--- config.mk ---
export PLATFORM = sky130hd
export DESIGN_NAME = d_alu
export DESIGN_NICKNAME = d
export VERILOG_FILES = /design/src/rtl/d_alu.sv
export SDC_FILE = /design/constraint.sdc
export NUM_CORES = 1
export LEC_CHECK = 0
export ABC_AREA = 1
export CAP_MARGIN = 20
export CORE_ASPECT_RATIO = 0.75
export CORE_MARGIN = 10
export CORE_UTILIZATION = 35
export DETAILED_ROUTE_END_ITERATION = 12
export GPL_TIMING_DRIVEN = 1
export PLACE_DENSITY = 0.6
export REMOVE_ABC_BUFFERS = 1
export SLEW_MARGIN = 20
export SYNTH_ARGS = -nofsm -noshare
export SYNTH_HDL_FRONTEND = slang
export SYNTH_SLANG_ARGS = --single-unit
export TNS_END_PERCENT = 50
--- constraint.sdc ---
create_clock -name clk_i -period 4.85 [get_ports clk_i]
set_clock_uncertainty 0.15 [all_clocks]
set_input_delay 0.97 -clock clk_i [delete_from_list [all_inputs] [get_ports clk_i]]
set_output_delay 0.97 -clock clk_i [all_outputs]
set_load 0.1 [all_outputs]
--- src/rtl/d_alu.sv ---
// d_alu: 8-bit combinational ALU with a registered {N,Z,C,V} flag register.
// Define DALU_SHIFT_EN to build the shifter for opcodes 9-11 (SHL/SHR/ASR).
`define OP_PASS  4'd0
`define OP_ADD   4'd1
`define OP_ADC   4'd2
`define OP_SUB   4'd3
`define OP_SBC   4'd4
`define OP_AND   4'd5
`define OP_OR    4'd6
`define OP_XOR   4'd7
`define OP_NOT   4'd8
`define OP_SHL   4'd9
`define OP_SHR   4'd10
`define OP_ASR   4'd11
`define OP_INC   4'd12
`define OP_DEC   4'd13
`define OP_CMP   4'd14
`define OP_PASSA 4'd15

module d_alu (
  input  logic       clk_i,
  input  logic       rst_ni,
  input  logic [7:0] a_i,
  input  logic [7:0] b_i,
  input  logic [3:0] op_i,
  input  logic       flag_we_i,
  output logic [7:0] out_o,
  output logic [3:0] flags_o
);

  logic [3:0] flags_q, flags_d;
  logic [8:0] res;
  logic       c_q, c_d, v_d;

  assign c_q = flags_q[1];

  always_comb begin
    res = 9'd0;
    c_d = 1'b0;
    v_d = 1'b0;
    case (op_i)
      `OP_ADD: begin
        res = {1'b0, a_i} + {1'b0, b_i};
        c_d = res[8];
        v_d = ~(a_i[7] ^ b_i[7]) & (res[7] ^ a_i[7]);
      end
      `OP_ADC: begin
        res = {1'b0, a_i} + {1'b0, b_i} + {8'd0, c_q};
        c_d = res[8];
        v_d = ~(a_i[7] ^ b_i[7]) & (res[7] ^ a_i[7]);
      end
      // Subtractions: bit 8 set means borrow, so C is its inverse.
      `OP_SUB, `OP_CMP: begin
        res = {1'b0, a_i} - {1'b0, b_i};
        c_d = ~res[8];
        v_d = (a_i[7] ^ b_i[7]) & (res[7] ^ a_i[7]);
      end
      `OP_SBC: begin
        res = {1'b0, a_i} - {1'b0, b_i} - {8'd0, ~c_q};
        c_d = ~res[8];
        v_d = (a_i[7] ^ b_i[7]) & (res[7] ^ a_i[7]);
      end
      `OP_AND: res = {1'b0, a_i & b_i};
      `OP_OR:  res = {1'b0, a_i | b_i};
      `OP_XOR: res = {1'b0, a_i ^ b_i};
      `OP_NOT: res = {1'b0, ~b_i};
`ifdef DALU_SHIFT_EN
      `OP_SHL: begin
        res = {1'b0, a_i[6:0], 1'b0};
        c_d = a_i[7];
      end
      `OP_SHR: begin
        res = {2'b00, a_i[7:1]};
        c_d = a_i[0];
      end
      `OP_ASR: begin
        res = {1'b0, a_i[7], a_i[7:1]};
        c_d = a_i[0];
      end
`endif
      `OP_INC: begin
        res = {1'b0, a_i} + 9'd1;
        c_d = res[8];
        v_d = ~a_i[7] & res[7];
      end
      `OP_DEC: begin
        res = {1'b0, a_i} - 9'd1;
        c_d = ~res[8];
        v_d = a_i[7] & ~res[7];
      end
      `OP_PASSA: res = {1'b0, a_i};
      // PASS, and opcodes 9-11 when the shifter is not built.
      default: res = {1'b0, b_i};
    endcase
  end

  assign flags_d = {res[7], (res[7:0] == 8'd0), c_d, v_d};
  assign out_o   = (op_i == `OP_CMP) ? a_i : res[7:0];
  assign flags_o = flags_q;

  always_ff @(posedge clk_i or negedge rst_ni) begin
    if (!rst_ni) begin
      flags_q <= 4'b0000;
    end else if (flag_we_i) begin
      flags_q <= flags_d;
    end
  end

endmodule

Word-level counts from Yosys, hierarchy flattened

Cells that the tools add are included.

Output and inout bits: 12
Register bits: 4

Muxes and demuxes: 4
Reduce and logical (&&, ||, !) cells: 2
Bitwise operators: 22
Equality and inequality tests: 12
Add/sub/neg operators: 6

Operators with widths:

| cell                | number |
|---|---|
| $pmux 8 s11         | 1 |
| $eq 4x4->1 const B  | 5 |
| $eq 4x3->1 const B  | 4 |
| $pmux 1 s6          | 2 |
| $add 8x1->9 const B | 1 |
| $add 8x8->9         | 1 |
| $add 9x1->9         | 1 |
| $sub 8x1->9 const B | 1 |
| $sub 8x8->9         | 1 |
| $sub 9x1->9         | 1 |
| $and 8x8->8         | 1 |
| $eq 4x2->1 const B  | 2 |
| $logic_not 8->1     | 1 |
| $mux 8              | 1 |
| $not 8->8           | 1 |
| $or 8x8->8          | 1 |
| $xor 8x8->8         | 1 |
| $not 1->1           | 7 |
| $and 1x1->1         | 6 |
| $xor 1x1->1         | 5 |
| $eq 4x1->1 const B  | 1 |
| $reduce_or 2->1     | 1 |

Depth between registers and ports, before layout

Depth after elaboration: 5
Depth in mapped cells: 20

Least setup slack after synthesis

Ideal clock, no wire load.

Path kind: input to output
Start: input a_i[2]
End: output out_o[3]
Setup slack: -0.887 ns
Data arrival time: 4.617 ns
Path buffers: 2
Stages: 14
Cells stage by stage: clkbuf_1 > inv_1 > ha_1 > buf_4 > nor2_1 > nand2_1 > nand2_1 > nand2_1 > nand2_1 > o21ai_0 > a21o_1 > nand3_1 > nand2_1 > o21ai_0

Word-level cells in the longest chain between the ends: 4
Elaborated cells on any way between the ends: 8

Ends and longest elaborated chain:

| item                                       | line   | RTL |
|---|---|---|
| start: declaration                         | 23     | `input logic [7:0] a_i,` |
| $sub 8x8->9 or $add 8x8->9 (tied branches) | n/a    |  |
| $sub 9x1->9 or $add 9x1->9 (tied branches) | 59, 48 |  |
| $pmux 8 s11 *                              | 41     | `case (op_i)` |
| $mux 8 *                                   | 98     | `` assign out_o = (op_i == `OP_CMP) ? a_i : res[7:0]; `` |
| end: declaration                           | 27     | `output logic [7:0] out_o,` |

Mark *: on every way between the ends. The rest lies on a longest branch, timed or not.

Final worst setup path

Start: input b_i[1]
End: output out_o[7]

Word-level cells in the longest chain between the ends: 4
Elaborated cells on any way between the ends: 6

Ends and longest elaborated chain:

| item                                       | line   | RTL |
|---|---|---|
| start: declaration                         | 24     | `input logic [7:0] b_i,` |
| $sub 8x8->9 or $add 8x8->9 (tied branches) | n/a    |  |
| $sub 9x1->9 or $add 9x1->9 (tied branches) | 59, 48 |  |
| $pmux 8 s11 *                              | 41     |  |
| $mux 8 *                                   | 98     |  |

Marked as above.

==> flow_summary.yaml <==
floorplan:
  die-height_um: 95.0
  fp-row-count: 27
  coreArea_mm2: 0.00733
  dieWidth_um: 120
  ios: 35
  initial_utilization_pct: 35.8
  die_area_mm2: 0.0114
layout:
  n_antenna_cell: 0
  largest_reg_flops: 4
  drive_gt1_share_pct: 13.9
  final_net_count: 637
  synthToLayoutAreaGrowth_pct: 34.6
worst_setup_path:
  startpoint: "b_i[1]"
  regToRegStartpoint: "flags_o[1]"
  worst-setup-path-type: "primary input to output port"
  crit_fanout: 4
  startpoint_type: "primary input"
  arrival_ns: 3.53
  reg2reg_setup_slack_ns: 2.40
  cp-end-kind: "output port"
  required_ns: 3.73
global_routing:
  grt_overflow: 0
  grt_max_degree: 13
  grt_pass1_wl_mm: 16.3
  antenna_found_initial: 0
  grt_pass1_vias: 3325
  grtUsageTotal_pct: 17.5
synthesis:
  syn_inst: 511
  yosysSeqAreaShare_pct: 3.82
  yosysUniqueCellTypes: 36
  synth_adder_area_share_pct: 17.3
  muxShareOfSynthArea_pct: 0
  synth_xor_area_share_pct: 0.334
  synth-edff-count: 0
  synth_warnings: 0
  synth-main-ff-cell: "dfrtp_1"
  synthSimpleGateAreaFrac_pct: 51.8
  synth_top_family_by_area: "simple AND/OR/NAND/NOR gates"
  synth-seq-cells: 4
  synthesis.area_mm2: 0.00262
  syn_area_per_cell_um2: 5.13
  async_flop_share_pct: 100
  synth-compound-area-share_pct: 14.7
drt:
  wire_per_inst_um: 15.4
  first_pass_iters: 5
  drtAntennaViolNets: 0
  drc_errors: 0
  routed_via_density: 5.19
  wl_mm: 10.5
  drtIter0Drc: 298
  via_count: 3521
clocking:
  worstSkewPairLatency_ns: 0.22
  htree_levels: 1
  clk_path_buf_depth: 2
  numCtsBuffers: 3
  cts_sinks: 4
  cts.clk_slew.worst_paths_ns: 0.04
  cts_tree: "built"
  cts_root_buf: "clkbuf_8"
sta:
  worst_slew_pin_slew_ns: 1.00
  finalHoldViolations: 0
  slew_viol_final: 0
  timing.final.crit_share_pct: 96.0
  period_needed_ns: 4.65
  slew-limit-headroom_pct: 33.1
  final.setup.worst_slack_ns: 0.196
  rsz0062_at_grt: "false"
  fmaxAchievable_mhz: 215
  hold_slack_ns: 0.355
  setup_viol: 0
  tns_ns: 0
pwr:
  power.internal_mw: 0.265
  switching_share_pct: 57.3
  power_frac_clock_pct: 11.7
  p_leak_nw: 1.84
  p_sw_mw: 0.356
  ir_drop_mv: 0.142
  p_per_area_mw_per_mm2: 176
  pwr-share-seq_pct: 6.5
  comb_power_share_pct: 81.8
run:
  drv_cap: 0
place:
  port_buffers: 34
  hpwlAfterDp_mm: 8.79
  post-place-ws_ns: -0.0000893
  gp_congestion: 0.946
hold_path:
  holdCritStartpoint: "flags_o[2]"
  min_path_type: "register to register"
run_status:
  status: "complete, no violations"
## layout make-up
cell class                 count  area (µm²)
clock buffer                   3        41.3
fill                         798        3800
inverter                      75         282
multi-input combinational    425        2270
sequential                     4         100
tap                          101         126
timing repair buffer          70         711
## cells by family after synthesis
group / count (synthesis)
simple gates: 318
buf+inv: 82
flops: 4
fa+ha+maj: 35
compound gates: 71
xor+xnor: 1
## worst max-delay path, cell delays in order
cell             delay [ns]
clkdlybuf4s50_1        0.45
buf_4                  0.16
fa_1                   0.55
nand2_1                0.11
nor2_1                 0.12
nand3_1                0.13
nor2_2                 0.22
nand3_1                0.11
nand2_1                0.07
nand3_1                0.09
nand3_1                0.11
nand2_1                0.09
o21ai_2                0.17
buf_12                 0.19
## Yosys cell counts (2+ instances only)
cell type | n | area share (%)
nand2_2 | 4 | 0.95
or2_2 | 2 | 0.48
nand3_1 | 60 | 11
nor2_2 | 4 | 0.95
buf_2 | 2 | 0.38
a21oi_2 | 2 | 0.67
nand2_1 | 167 | 24
nor3_1 | 2 | 0.38
dfrtp_1 | 4 | 3.8
nand4_1 | 18 | 4.3
clkbuf_1 | 2 | 0.29
nor2_1 | 56 | 8.0
ha_1 | 33 | 16
a21oi_1 | 20 | 3.8
inv_1 | 71 | 10
o21ai_1 | 8 | 1.5
inv_2 | 3 | 0.43
buf_4 | 2 | 0.57
fa_1 | 2 | 1.5
o21ai_0 | 33 | 6.3
## cells in the final DEF, fill, tap and decap left out, types with 2 or more instances in the layout
cell	Yosys	routed
buf_12	0	9
ha_1	33	27
o21ai_1	8	6
nand3_1	60	59
fa_1	2	2
buf_4	2	35
a21oi_2	2	3
dlymetal6s2s_1	0	3
a21oi_1	20	19
ha_2	0	4
nand2_1	167	164
nor2_1	56	53
o21ai_2	0	2
inv_1	71	70
dfrtp_1	4	4
or2_2	2	2
inv_2	3	4
nand2_2	4	7
ha_4	0	2
clkbuf_8	0	3
nand4_1	18	18
nor3_1	2	2
nor2_2	4	7
clkdlybuf4s50_1	0	23
o21ai_0	33	33
## metrics by stage
step                      power [mW]  std cells  util [%]  area [µm²]
after floorplan                0.343        504         -        2590
after global placement         0.528        674      46.5        3410
after detailed placement       0.530        674      46.5        3410
after CTS                      0.605        677      47.1        3450
after global routing           0.666        678      48.2        3530
final                          0.622        678      48.2        3530
## layer usage
| layer | vias to the layer above | part of all wire [%] | global-route usage [%] |
|---|---|---|---|
| met4 | 0 | 1.9 | 3.91 |
| met2 | 174 | 42 | 27.8 |
| met1 | 1535 | 47 | 24.0 |
| li1 | 1793 | - | - |
| met3 | 19 | 9.4 | 3.28 |
| met5 | - | 0 | 0 |
## power by group through the flow
stage,registers [mW],logic (mW),clock network [mW]
6_report,0.0404,0.509,0.0725
3_5_place_dp,0.0406,0.489,0
5_1_grt,0.0407,0.549,0.0754
2_1_floorplan,0.0624,0.281,0
3_3_place_gp,0.0407,0.487,0
4_1_cts,0.0404,0.492,0.0726
## final timing paths
kind | to | depth (start not counted)
min in group asynchronous | flags_o[1] | 1
worst max register to register | flags_o[1] | 14
max in group asynchronous | flags_o[0] | 1
worst max-delay path | out_o[7] | 14
worst min-delay path | flags_o[2] | 2
worst min register to register | flags_o[2] | 2
## what timing repair did
action,4_1_cts,5_1_grt
setup endpoints to repair,1,5
buffers inserted,0,1
hold buffers,0,0
resized for setup,1,21
pin swaps,0,6
hold endpoints to repair,0,0
Note: power is estimated with default switching activity, not from simulation.
